**config.mk**
```make
export PLATFORM = sky130hd
export DESIGN_NAME = ram_arbiter
export DESIGN_NICKNAME = d
export VERILOG_FILES = /design/src/rtl/ram_arbiter.sv
export SDC_FILE = /design/constraint.sdc
export NUM_CORES = 1
export LEC_CHECK = 0
export ABC_AREA = 1
export CORE_AREA = 3 3 107 109
export CTS_CLUSTER_DIAMETER = 60
export DETAILED_ROUTE_END_ITERATION = 12
export DIE_AREA = 0 0 110 112
export PLACE_DENSITY = 0.62
export SLEW_MARGIN = 15
export SYNTH_ARGS = -nofsm -noshare
export SYNTH_HDL_FRONTEND = slang
export SYNTH_SLANG_ARGS = --single-unit
```
**constraint.sdc**
```tcl
create_clock -name clk -period 2.3 [get_ports clk]
set_clock_uncertainty 0.1 [all_clocks]
set_input_delay 0.575 -clock clk [delete_from_list [all_inputs] [get_ports clk]]
set_output_delay 0.575 -clock clk [all_outputs]
set_load 0.005 [all_outputs]
```
**src/rtl/ram_arbiter.sv**
```systemverilog
// ---------------------------------------------------------------------------
// ram_arbiter
//   Two-master arbiter in front of a single-port word-addressed RAM with a
//   fixed one-cycle read latency. Ties are broken round-robin from idle, and
//   a master holding the RAM keeps it for up to MAX_BURST consecutive grants
//   while the other master waits.
//
// Ports
//   clk, reset               : clock, asynchronous active-high reset
//   m0_* / m1_*              : master request channels (req/addr/we/wdata in,
//                              gnt/rdata/rvalid out); addr is a byte address
//   ram_addr/ram_we/ram_wdata: RAM command, driven by the granted master
//   ram_rdata/ram_rdata_valid: RAM read return, one cycle after the address
// ---------------------------------------------------------------------------
module ram_arbiter #(
    parameter int ADDR_WIDTH = 10,
    parameter int MAX_BURST  = 4
) (
    input  logic                  clk,
    input  logic                  reset,
    input  logic                  m0_req,
    input  logic [31:0]           m0_addr,
    input  logic                  m0_we,
    input  logic [31:0]           m0_wdata,
    output logic                  m0_gnt,
    output logic [31:0]           m0_rdata,
    output logic                  m0_rvalid,
    input  logic                  m1_req,
    input  logic [31:0]           m1_addr,
    input  logic                  m1_we,
    input  logic [31:0]           m1_wdata,
    output logic                  m1_gnt,
    output logic [31:0]           m1_rdata,
    output logic                  m1_rvalid,
    output logic [ADDR_WIDTH-1:0] ram_addr,
    output logic                  ram_we,
    output logic [31:0]           ram_wdata,
    input  logic [31:0]           ram_rdata,
    input  logic                  ram_rdata_valid
);

    typedef enum logic [1:0] {
        OWN_IDLE = 2'd0,
        OWN_M0   = 2'd1,
        OWN_M1   = 2'd2
    } owner_e;

    localparam logic [3:0] BURST_MAX = 4'(MAX_BURST);

    owner_e      owner_q, owner_d;
    logic        last_owner_q, last_owner_d;   // 0 = M0, 1 = M1
    logic [3:0]  burst_cnt_q, burst_cnt_d;
    logic        pend_rd_q, pend_rd_d;
    logic        pend_id_q, pend_id_d;

    logic        gnt0, gnt1;
    logic        xfer;
    logic        gnt_id;
    logic        sel_we;
    logic [31:0] sel_addr;

    // Byte-offset bits and bits above the RAM window are intentionally unused.
    logic        unused_addr_bits;
    assign unused_addr_bits = ^{m0_addr[1:0], m0_addr[31:ADDR_WIDTH+2],
                                m1_addr[1:0], m1_addr[31:ADDR_WIDTH+2]};

    // Grant decision: purely combinational from requests and registered state,
    // so a master sees its grant in the same cycle it requests.
    always_comb begin
        // NOTE: every output of a combinational block gets a default first so
        // no path through the if/case leaves it unassigned (no latch).
        gnt0 = 1'b0;
        gnt1 = 1'b0;
        if (!reset) begin
            if (m0_req && !m1_req) begin
                gnt0 = 1'b1;
            end else if (m1_req && !m0_req) begin
                gnt1 = 1'b1;
            end else if (m0_req && m1_req) begin
                unique case (owner_q)
                    OWN_M0: begin
                        gnt0 = (burst_cnt_q < BURST_MAX);
                        gnt1 = !gnt0;
                    end
                    OWN_M1: begin
                        gnt1 = (burst_cnt_q < BURST_MAX);
                        gnt0 = !gnt1;
                    end
                    default: begin
                        // From idle, the master that did not go last wins.
                        gnt0 = last_owner_q;
                        gnt1 = !last_owner_q;
                    end
                endcase
            end
        end
    end

    assign xfer     = gnt0 | gnt1;
    assign gnt_id   = gnt1;
    assign sel_addr = gnt1 ? m1_addr : m0_addr;
    assign sel_we   = gnt1 ? m1_we   : m0_we;

    // Next-state for ownership, burst counting and the pending-read tracker.
    always_comb begin
        owner_d      = owner_q;
        last_owner_d = last_owner_q;
        burst_cnt_d  = burst_cnt_q;
        pend_rd_d    = 1'b0;
        pend_id_d    = pend_id_q;
        if (xfer) begin
            if ((gnt_id && owner_q == OWN_M1) || (!gnt_id && owner_q == OWN_M0)) begin
                burst_cnt_d = (burst_cnt_q == BURST_MAX) ? burst_cnt_q
                                                         : burst_cnt_q + 4'd1;
            end else begin
                burst_cnt_d = 4'd1;
            end
            owner_d      = gnt_id ? OWN_M1 : OWN_M0;
            last_owner_d = gnt_id;
            pend_rd_d    = !sel_we;
            pend_id_d    = gnt_id;
        end else begin
            // A grant always follows any request, so no transfer means no request.
            owner_d     = OWN_IDLE;
            burst_cnt_d = 4'd0;
        end
    end

    // Reset clears pend_rd asynchronously, so a read in flight across reset
    // can never produce rvalid afterwards.
    always_ff @(posedge clk or posedge reset) begin
        if (reset) begin
            owner_q      <= OWN_IDLE;
            last_owner_q <= 1'b1;
            burst_cnt_q  <= 4'd0;
            pend_rd_q    <= 1'b0;
            pend_id_q    <= 1'b0;
        end else begin
            // NOTE: non-blocking assignments so every flop samples the values
            // from before this edge, independent of statement order.
            owner_q      <= owner_d;
            last_owner_q <= last_owner_d;
            burst_cnt_q  <= burst_cnt_d;
            pend_rd_q    <= pend_rd_d;
            pend_id_q    <= pend_id_d;
        end
    end

    assign m0_gnt    = gnt0;
    assign m1_gnt    = gnt1;
    assign ram_addr  = sel_addr[ADDR_WIDTH+1:2];
    assign ram_we    = xfer & sel_we;
    assign ram_wdata = gnt1 ? m1_wdata : m0_wdata;

    assign m0_rdata  = ram_rdata;
    assign m1_rdata  = ram_rdata;
    assign m0_rvalid = ram_rdata_valid & pend_rd_q & !pend_id_q;
    assign m1_rvalid = ram_rdata_valid & pend_rd_q &  pend_id_q;

endmodule

```
==> results of run 1 <==
[synth_stat cells (all sizes together)]
library cell	count
inv	20
xor2	1
a21oi	2
xnor2	1
dfstp	1
o21ai	3
mux2i	1
nor3	2
ha	4
o211ai	1
buf	73
nand3b	1
nor2	8
dfrtp	8
nand3	5
nand2	145
[cell families after synthesis]
group | count (synthesis) | synth area share [%]
AND/OR/NAND/NOR | 161 | 39.2
XOR/XNOR | 2 | 1.09
flip-flops | 9 | 14.0
adder cells (fa/ha/maj) | 4 | 3.10
AO/OA/AOI/OAI | 6 | 2.02
buffers and inverters | 93 | 40.0
multiplexers | 1 | 0.621
[layer usage]
layer	wire, um	vias up	part of all wire [%]	global-route usage (%)
met4	417	0	6.0	7.65
met1	2240	922	32	9.24
met5	0	-	0	0
met2	3720	105	53	19.4
met3	619	36	8.9	2.61
li1	-	997	-	-
[worst reg2reg max path: stages (launching register included)]
cell and delay, ns:
dfrtp_1 0.40, inv_1 0.07, ha_2 0.18, o21ai_2 0.06, nand3_2 0.08, nand2_2 0.05
nand2_2 0.08, nand2_4 0.09, buf_8 0.16, buf_12 0.14, buf_4 0.13, buf_4 0.13
nand2_2 0.07, nand3_1 0.07, nand2_1 0.06, inv_1 0.03
[layout make-up]
| class | count | share of cell area [%] |
|---|---|---|
| clock buffers | 4 | 1.28 |
| diodes | 1 | 0.0710 |
| well taps | 140 | 4.97 |
| inverters | 20 | 2.41 |
| flip-flops and latches | 9 | 6.43 |
| repair buffers | 189 | 54.2 |
| multi-input cells | 174 | 30.6 |
[path summary, 6_finish.rpt]
check | start | end | slack (ns) | cells past startpoint
min | reset | owner_q[1] | 0.43 | 3
max | owner_q[1] | ram_wdata[14] | -0.27 | 13
max in group asynchronous | reset | last_owner_q | 1.45 | 3
max reg2reg | owner_q[1] | burst_cnt_q[0] | 0.29 | 15
min reg2reg | pend_id_q | pend_id_q | 0.48 | 2
min in group clk | pend_id_q | pend_id_q | 0.48 | 2
[where the power goes]
part	total (mW)	internal (mW)	leakage [nW]	switching [mW]
Combinational	0.797	0.476	1.64	0.321
Sequential	0.187	0.178	0.116	0.00946
Clock	0.182	0.121	0.0228	0.0611
[metrics by stage]
step                      total power, mW  TNS [ns]
after CTS                            1.12    -10.15
after global routing                 1.24    -13.94
after floorplan                     0.475         0
after global placement              0.753    -30.77
final                                1.17     -9.33
after detailed placement            0.759    -29.30
[repair_timing]
| action | CTS | global route |
|---|---|---|
| setup endpoints to repair | 47 | 45 |
| cloned | 9 | 1 |
| gates resized for setup | 295 | 45 |
| pin swaps | 31 | 10 |
| buffers inserted | 24 | 4 |
[flip-flops by register name, indices dropped and copies added (netlist names)]
signal,count
last_owner_q,1
owner_q,2
burst_cnt_q,4
pend_id_q,1
pend_rd_q,1
==> results.sh, run 1 <==
export IMPL_status="complete, but fails checks"
export IMPL_violations="setup timing"
export IMPL_h_tree_depth=1
export IMPL_multiInputGateArea_sq_um=1080
export IMPL_leakage_nw=1.78
export IMPL_setup_slack_ns=-0.266
export IMPL_clock_sinks=9
export IMPL_tightest_slew_ns=0.187
export IMPL_yosys_warnings=0
export IMPL_power_density_nw_per_um2=331
export IMPL_globalRouteTotalUtil_pct=10.4
export IMPL_holdBufCountCts=0
export IMPL_rsz0062_at_grt="true"
export IMPL_yosysTopAreaCellShare_pct=33.0
export IMPL_drtPass1Iterations=4
export IMPL_first_iter_violations=48
export IMPL_dieArea_sq_um=12300
export IMPL_critPathTopFamily="buffers and inverters"
export IMPL_crit_fanout=6
export IMPL_fin_cells=537
export IMPL_path_buf_inv=5
export IMPL_cp_end_kind="primary output"
export IMPL_cts_root_buf="clkbuf_8"
export IMPL_grt_max_degree=12
export IMPL_critical_path_class="reg -> out"
export IMPL_gp_congestion=0.764
export IMPL_final_seq_area_sq_um=226
export IMPL_syn_nets=447
export IMPL_cpPeakStageDelay_ns=0.40
export IMPL_cap_violations=0
export IMPL_slew_headroom_pct=87.5
export IMPL_hold_viol_final=0
export IMPL_clk_latency_ns=0.23
export IMPL_ys_seq_area_share_pct=14.0
export IMPL_vias_per_cell=3.84
export IMPL_yosysUniqueCellTypes=22
export IMPL_grt_pass1_wl_mm=10.0
export IMPL_place_inst=498
export IMPL_wire_per_inst_um=13.0
export IMPL_grt_pass1_vias=2220
export IMPL_totalWireLength_mm=6.99
export IMPL_dieWidth_um=110
export IMPL_cp_data_required_time_ns=1.62
export IMPL_fmax_mhz=390
export IMPL_core_area_sq_um=10700
export IMPL_die_y_um=112
export IMPL_num_io_pins=278
export IMPL_start_util_pct=15.1
export IMPL_synth_area_leaders="nand2_1 33%, buf_4 30%, dfrtp_1 12%"
export IMPL_power_ir_vdd_worst_uv=139
export IMPL_via_count=2060
export IMPL_port_buffers=137
export IMPL_layout_commonest_cell="clkdlybuf4s50_1"
export IMPL_holdWs_ns=0.433
export IMPL_fin_area_sq_um=3520
export IMPL_cp_slowest_cell="dfrtp_1"
export IMPL_path_clk_slew_ns=0.05
export IMPL_start_kind="flip-flop"
export IMPL_synth_seq_cells=9
export IMPL_clockBufferDepth=2
export IMPL_mostFrequentLayoutCells="87 x clkdlybuf4s50_1, 76 x nand2_1, 45 x nand2_2"
export IMPL_antenna_found_initial=1
export IMPL_rows=38
export IMPL_critPathArrivalTime_ns=1.89
export IMPL_syn_to_final_growth_pct=119
export IMPL_hp_class="in -> async"
export IMPL_cts_tree="yes"
export IMPL_crit_top_cell="nand2_2"
export IMPL_dp_hpwl_mm=4.75
export IMPL_placed_area_sq_um=2740
export IMPL_fill_cells=1111
export IMPL_pre_cts_ws_ns=-0.722
export IMPL_synthCells=276
export IMPL_synth_area_leader_cell="nand2_1"
export IMPL_crit_chain="inv_1, ha_2, o21ai_2, nand3_2, nand2_2, nand2_2, nand2_4, buf_6, buf_6, buf_16, nand2_2, nand2_1, buf_2"
export IMPL_nets=568
export IMPL_overflow=0
export IMPL_report_final_slew_viol_count=0
export IMPL_setup_violations=44
export IMPL_drc_errors=0
export IMPL_drive_gt1_share_pct=46.5
export IMPL_final_util_pct=32.9
export IMPL_ant_nets=0
export IMPL_syn_avg_cell_area_sq_um=5.84
export IMPL_layout_min_cycle_time_ns=2.57
export IMPL_syn_area_sq_um=1610
export IMPL_period_share_pct=112
export IMPL_cts_inserted_buffers=3
(Power assumes the default switching activity.)
==> inputs of run 2 (changes only) <==
Settings changed: CTS_BUF_LIST set to sky130_fd_sc_hd__clkbuf_8 sky130_fd_sc_hd__clkbuf_16.
==> results.sh, run 2 (synthesis results as in run 1) <==
export IMPL_mostFrequentLayoutCells="90 x nand2_1, 87 x clkdlybuf4s50_1, 44 x nand2_2"
export IMPL_cap_violations=0
export IMPL_first_iter_violations=53
export IMPL_fmax_mhz=387
export IMPL_fin_setup_tns_ns=-10.00
export IMPL_setup_violations=44
export IMPL_wire_per_inst_um=12.9
export IMPL_dieArea_sq_um=12300
export IMPL_critical_path_class="reg -> out"
export IMPL_status="complete, but fails checks"
export IMPL_cp_end_kind="primary output"
export IMPL_overflow=0
export IMPL_via_count=2031
export IMPL_busiest_layer="met2"
export IMPL_grt_pass1_vias=2041
export IMPL_final_util_pct=31.2
export IMPL_holdWs_ns=0.428
export IMPL_cts_inserted_buffers=3
export IMPL_clock_sinks=9
export IMPL_vias_per_cell=3.82
export IMPL_report_final_slew_viol_count=0
export IMPL_cts_root_buf="clkbuf_8"
export IMPL_pre_cts_ws_ns=-0.722
export IMPL_leakage_nw=1.69
export IMPL_met2_usage_pct=17.2
export IMPL_fill_cells=1129
export IMPL_startpoint="owner_q[1]"
export IMPL_power_ir_vdd_worst_uv=139
export IMPL_rsz0062_at_grt="true"
export IMPL_r2r_start="owner_q[1]"
export IMPL_ant_nets=0
export IMPL_core_area_sq_um=10700
export IMPL_diodes=0
export IMPL_cp_slowest_cell="dfrtp_1"
export IMPL_regMostFlops="burst_cnt_q"
export IMPL_drtPass1Iterations=6
export IMPL_clockBufferDepth=2
export IMPL_path_clk_slew_ns=0.05
export IMPL_rows=38
export IMPL_power_density_nw_per_um2=331
export IMPL_gp_congestion=0.764
export IMPL_cp_data_required_time_ns=1.62
export IMPL_num_io_pins=278
export IMPL_grt_max_degree=23
export IMPL_totalWireLength_mm=6.86
export IMPL_critPathArrivalTime_ns=1.91
export IMPL_globalRouteTotalUtil_pct=9.28
export IMPL_setup_slack_ns=-0.282
export IMPL_cts_tree="yes"
export IMPL_dp_hpwl_mm=4.75
export IMPL_crit_fanout=5
export IMPL_violations="setup timing"
export IMPL_layout_commonest_cell="nand2_1"
export IMPL_gr_usage_met3_pct=2.26
export IMPL_placed_area_sq_um=2740
export IMPL_drc_errors=0
export IMPL_layout_min_cycle_time_ns=2.58
export IMPL_hold_viol_final=0
export IMPL_cpPeakStageDelay_ns=0.40
export IMPL_dieWidth_um=110
export IMPL_grt_pass1_wl_mm=9.00
export IMPL_hp_class="in -> async"
export IMPL_crit_chain="ha_4, inv_2, nand3_2, nand2_2, nand2_2, nand2_4, buf_12, buf_12, buf_12, nand2_2, nand2_1, buf_2"
export IMPL_slew_headroom_pct=87.5
export IMPL_start_kind="flip-flop"
export IMPL_antenna_found_initial=0
export IMPL_nets=564
export IMPL_critPathTopFamily="buffers and inverters"
export IMPL_h_tree_depth=1
export IMPL_top_regs="burst_cnt_q x4, owner_q x2"
export IMPL_fin_area_sq_um=3340
export IMPL_start_util_pct=15.1
export IMPL_clk_latency_ns=0.23
export IMPL_drive_gt1_share_pct=42.1
export IMPL_tightest_slew_ns=0.186
export IMPL_die_y_um=112
export IMPL_syn_to_final_growth_pct=107
export IMPL_port_buffers=137
export IMPL_grt_use_met1_pct=8.47
export IMPL_period_share_pct=112
export IMPL_path_buf_inv=5
export IMPL_largest_reg_flops=4
[run 2: changes by cell type in the layout (fill, tap and decap cells not counted), sizes merged]
cell,change
buf,-8
diode,-1
clkinv,+1
clkbuf,+3
[run 2: path summary, 6_finish.rpt]
path | to | slack, ns | cells past startpoint
worst max-delay path | ram_wdata[14] | -0.28 | 12
worst max register to register | burst_cnt_q[0] | 0.31 | 14
worst min register to register | pend_id_q | 0.47 | 2
min in group clk | pend_id_q | 0.47 | 2
worst min-delay path | owner_q[1] | 0.43 | 3
max in group asynchronous | last_owner_q | 1.46 | 3
[run 2: timing repair]
item / 4_1_cts / 5_1_grt
gates resized for setup: 235 / 62
pin swaps: 18 / 26
endpoints found under the setup margin: 47 / 45
buffers inserted: 14 / 8
cloned: 4 / 5
hold buffers: 0 / 0
[run 2: report_power, final]
part           internal (mW)  leakage (nW)  switching [mW]
Sequential             0.178         0.116         0.00949
Clock                  0.116        0.0269          0.0638
Combinational          0.443          1.54           0.295
Total                  0.737          1.69           0.368
[run 2: layout make-up]
class	count	area [sq um]	share of cell area [%]
sequential	9	226	6.78
tap	140	175	5.25
clock buffer	3	41.3	1.24
inverter	20	90.1	2.70
multi-input combinational	174	971	29.1
clock inverter	1	3.75	0.112
timing repair buffer	185	1830	54.9
[run 2: per-stage QoR]
stage | instances | power (mW)
2_1_floorplan | 276 | 0.475
3_3_place_gp | 498 | 0.753
3_5_place_dp | 498 | 0.759
4_1_cts | 519 | 1.01
5_1_grt | 532 | 1.18
6_report | 532 | 1.10
[run 2: worst reg2reg max path, delay by kind of cell, from the launching register on]
| family | cells | cell delay [ns] |
|---|---|---|
| adder cells (fa/ha/maj) | 1 | 0.29 |
| buffers and inverters | 6 | 0.60 |
| flip-flops | 1 | 0.40 |
| AND/OR/NAND/NOR | 7 | 0.49 |
[run 2: metal layers]
metal / part of all wire [%] / vias to the layer above
met3: 8.7 / 35
met1: 34 / 895
li1: - / 990
met2: 52 / 111
met5: 0 / -
met4: 5.5 / 0
==> inputs of run 3 (changes only) <==
Settings changed: CORE_AREA 3 3 107 109 to 2 2 109 111, CTS_BUF_LIST sky130_fd_sc_hd__clkbuf_8 sky130_fd_sc_hd__clkbuf_16 to sky130_fd_sc_hd__clkbuf_16, DIE_AREA 0 0 110 112 to 0 0 111 113, PLACE_DENSITY 0.62 to 0.59, TNS_END_PERCENT set to 50.
==> results.sh, run 3 (synthesis results as in run 1) <==
export IMPL_status="complete, but fails checks"
export IMPL_violations="setup timing"
export IMPL_p_sw_share_pct=30.9
export IMPL_wl_met1_mm=2.22
export IMPL_cp_slowest_cell="dfrtp_1"
export IMPL_cp_end_kind="primary output"
export IMPL_cts_root_buf="clkbuf_16"
export IMPL_h_tree_depth=1
export IMPL_antenna_found_initial=0
export IMPL_crit_chain="inv_1, ha_2, o21ai_2, nand3_2, nand2_2, nand2_4, buf_6, nand2_8, buf_6, buf_6, buf_16, buf_6, nand2_4, nand2_2, buf_6"
export IMPL_clk_latency_ns=0.24
export IMPL_path_clk_slew_ns=0.04
export IMPL_nets=559
export IMPL_tightest_slew_ns=0.218
export IMPL_clockBufferDepth=2
export IMPL_slew_headroom_pct=85.1
export IMPL_top_regs="burst_cnt_q x4, owner_q x2"
export IMPL_overflow=0
export IMPL_timing_rr_end="burst_cnt_q[0]"
export IMPL_crit_fanout=5
export IMPL_power_frac_comb_pct=59.6
export IMPL_vias_per_cell=3.77
export IMPL_grt_pass1_vias=2062
export IMPL_grt_max_degree=23
export IMPL_rrSetupSlack_ns=0.01
export IMPL_dp_hpwl_mm=5.08
export IMPL_routed_top_layer="met4"
export IMPL_critical_path_class="reg -> out"
export IMPL_report_final_slew_viol_count=0
export IMPL_layout_min_cycle_time_ns=2.73
export IMPL_drtPass1Iterations=4
export IMPL_die_y_um=113
export IMPL_reg2reg_depth=18
export IMPL_r2r_start="owner_q[1]"
export IMPL_power_internal_mw=0.849
export IMPL_first_iter_violations=28
export IMPL_hold_viol_final=0
export IMPL_cts_inserted_buffers=3
export IMPL_core_area_sq_um=11300
export IMPL_layout_commonest_cell="nand2_1"
export IMPL_holdBufCountCts=0
export IMPL_power_switching_mw=0.380
export IMPL_drc_errors=0
export IMPL_period_share_pct=119
export IMPL_ant_nets=0
export IMPL_dieWidth_um=111
export IMPL_gp_congestion=0.770
export IMPL_setup_slack_ns=-0.426
export IMPL_power_ir_vdd_worst_uv=132
export IMPL_via_count=1998
export IMPL_cap_violations=0
export IMPL_wl_met2_mm=3.64
export IMPL_totalWireLength_mm=6.61
export IMPL_critPathArrivalTime_ns=2.05
export IMPL_rsz0062_at_grt="true"
export IMPL_hp_class="in -> async"
export IMPL_crit_top_cell="buf_6"
export IMPL_grt_pass1_wl_mm=9.96
export IMPL_drive_gt1_share_pct=38.2
export IMPL_fmax_mhz=367
export IMPL_globalRouteTotalUtil_pct=9.64
export IMPL_mostFrequentLayoutCells="108 x nand2_1, 87 x clkdlybuf4s50_1, 23 x buf_4"
export IMPL_wire_per_inst_um=12.5
export IMPL_diodes=0
export IMPL_fill_cells=1206
export IMPL_leakage_nw=1.65
export IMPL_holdWs_ns=0.424
export IMPL_setup_violations=45
export IMPL_p_total_mw=1.23
export IMPL_port_buffers=137
export IMPL_rows=39
export IMPL_cpPeakStageDelay_ns=0.40
export IMPL_pre_cts_ws_ns=-0.680
export IMPL_largest_reg_flops=4
export IMPL_clock_sinks=9
export IMPL_syn_to_final_growth_pct=104
export IMPL_start_util_pct=14.3
export IMPL_cts_tree="yes"
export IMPL_regMostFlops="burst_cnt_q"
export IMPL_power_density_nw_per_um2=373
export IMPL_dieArea_sq_um=12500
export IMPL_wl_met3_um=599
export IMPL_cp_data_required_time_ns=1.62
export IMPL_pwr_share_clk_pct=25.1
export IMPL_p_seq_share_pct=15.3
export IMPL_num_io_pins=278
export IMPL_start_kind="flip-flop"
==> run 3: layer usage <==
layer	global-route usage, %	vias up
li1	-	979
met1	9.45	881
met2	19.5	114
met3	2.14	24
met4	3.75	0
met5	0	-
==> run 3: power by group through the flow <==
stage	sequential (mW)	clock, mW	combinational (mW)
CTS	0.188	0.315	0.677
global placement	0.188	0	0.571
global route	0.189	0.323	0.798
finish	0.188	0.309	0.733
detailed placement	0.189	0	0.577
floorplan	0.187	0	0.287
==> run 3: what timing repair did <==
item	4_1_cts	5_1_grt
endpoints found under the setup margin	47	49
setup buffers	22	6
cloned	3	1
pin swaps	13	19
resized for setup	208	69
==> run 3: stage by stage <==
stage                     std cells  utilization [%]  setup TNS (ns)  area [sq um]
after detailed placement        500             24.4          -28.49          2750
after global placement          500             24.4          -28.31          2750
after floorplan                 276                -               0          1610
after global routing            530             29.2          -18.68          3290
final                           530             29.2          -13.41          3290
after CTS                       529             27.7          -11.59          3120
==> run 3: critical path, delay by kind of cell, from the launching register on <==
| family | cells | cell delay, ns |
|---|---|---|
| compound gates | 1 | 0.06 |
| fa+ha+maj | 1 | 0.19 |
| buf+inv | 7 | 0.80 |
| flops | 1 | 0.40 |
| simple gates | 6 | 0.35 |
==> run 3: layout make-up <==
type	count	area [sq um]	share of cell area (%)
clock buffers	3	75.1	2.28
multi-input cells	174	976	29.6
flip-flops and latches	9	226	6.88
inverters	20	82.6	2.51
repair buffers	180	1750	53.1
well taps	143	179	5.43
clock inverters	1	5.00	0.152
==> run 3: how the worst max path moves through the flow <==
stage,startpoint,to,cells after the start
floorplan,owner_q[0],ram_wdata[14],11
global placement,m1_req,ram_we,9
detailed placement,m1_req,ram_wdata[3],9
CTS,owner_q[0],burst_cnt_q[0],22
global route,owner_q[1],ram_wdata[27],15
finish,owner_q[1],ram_wdata[27],15
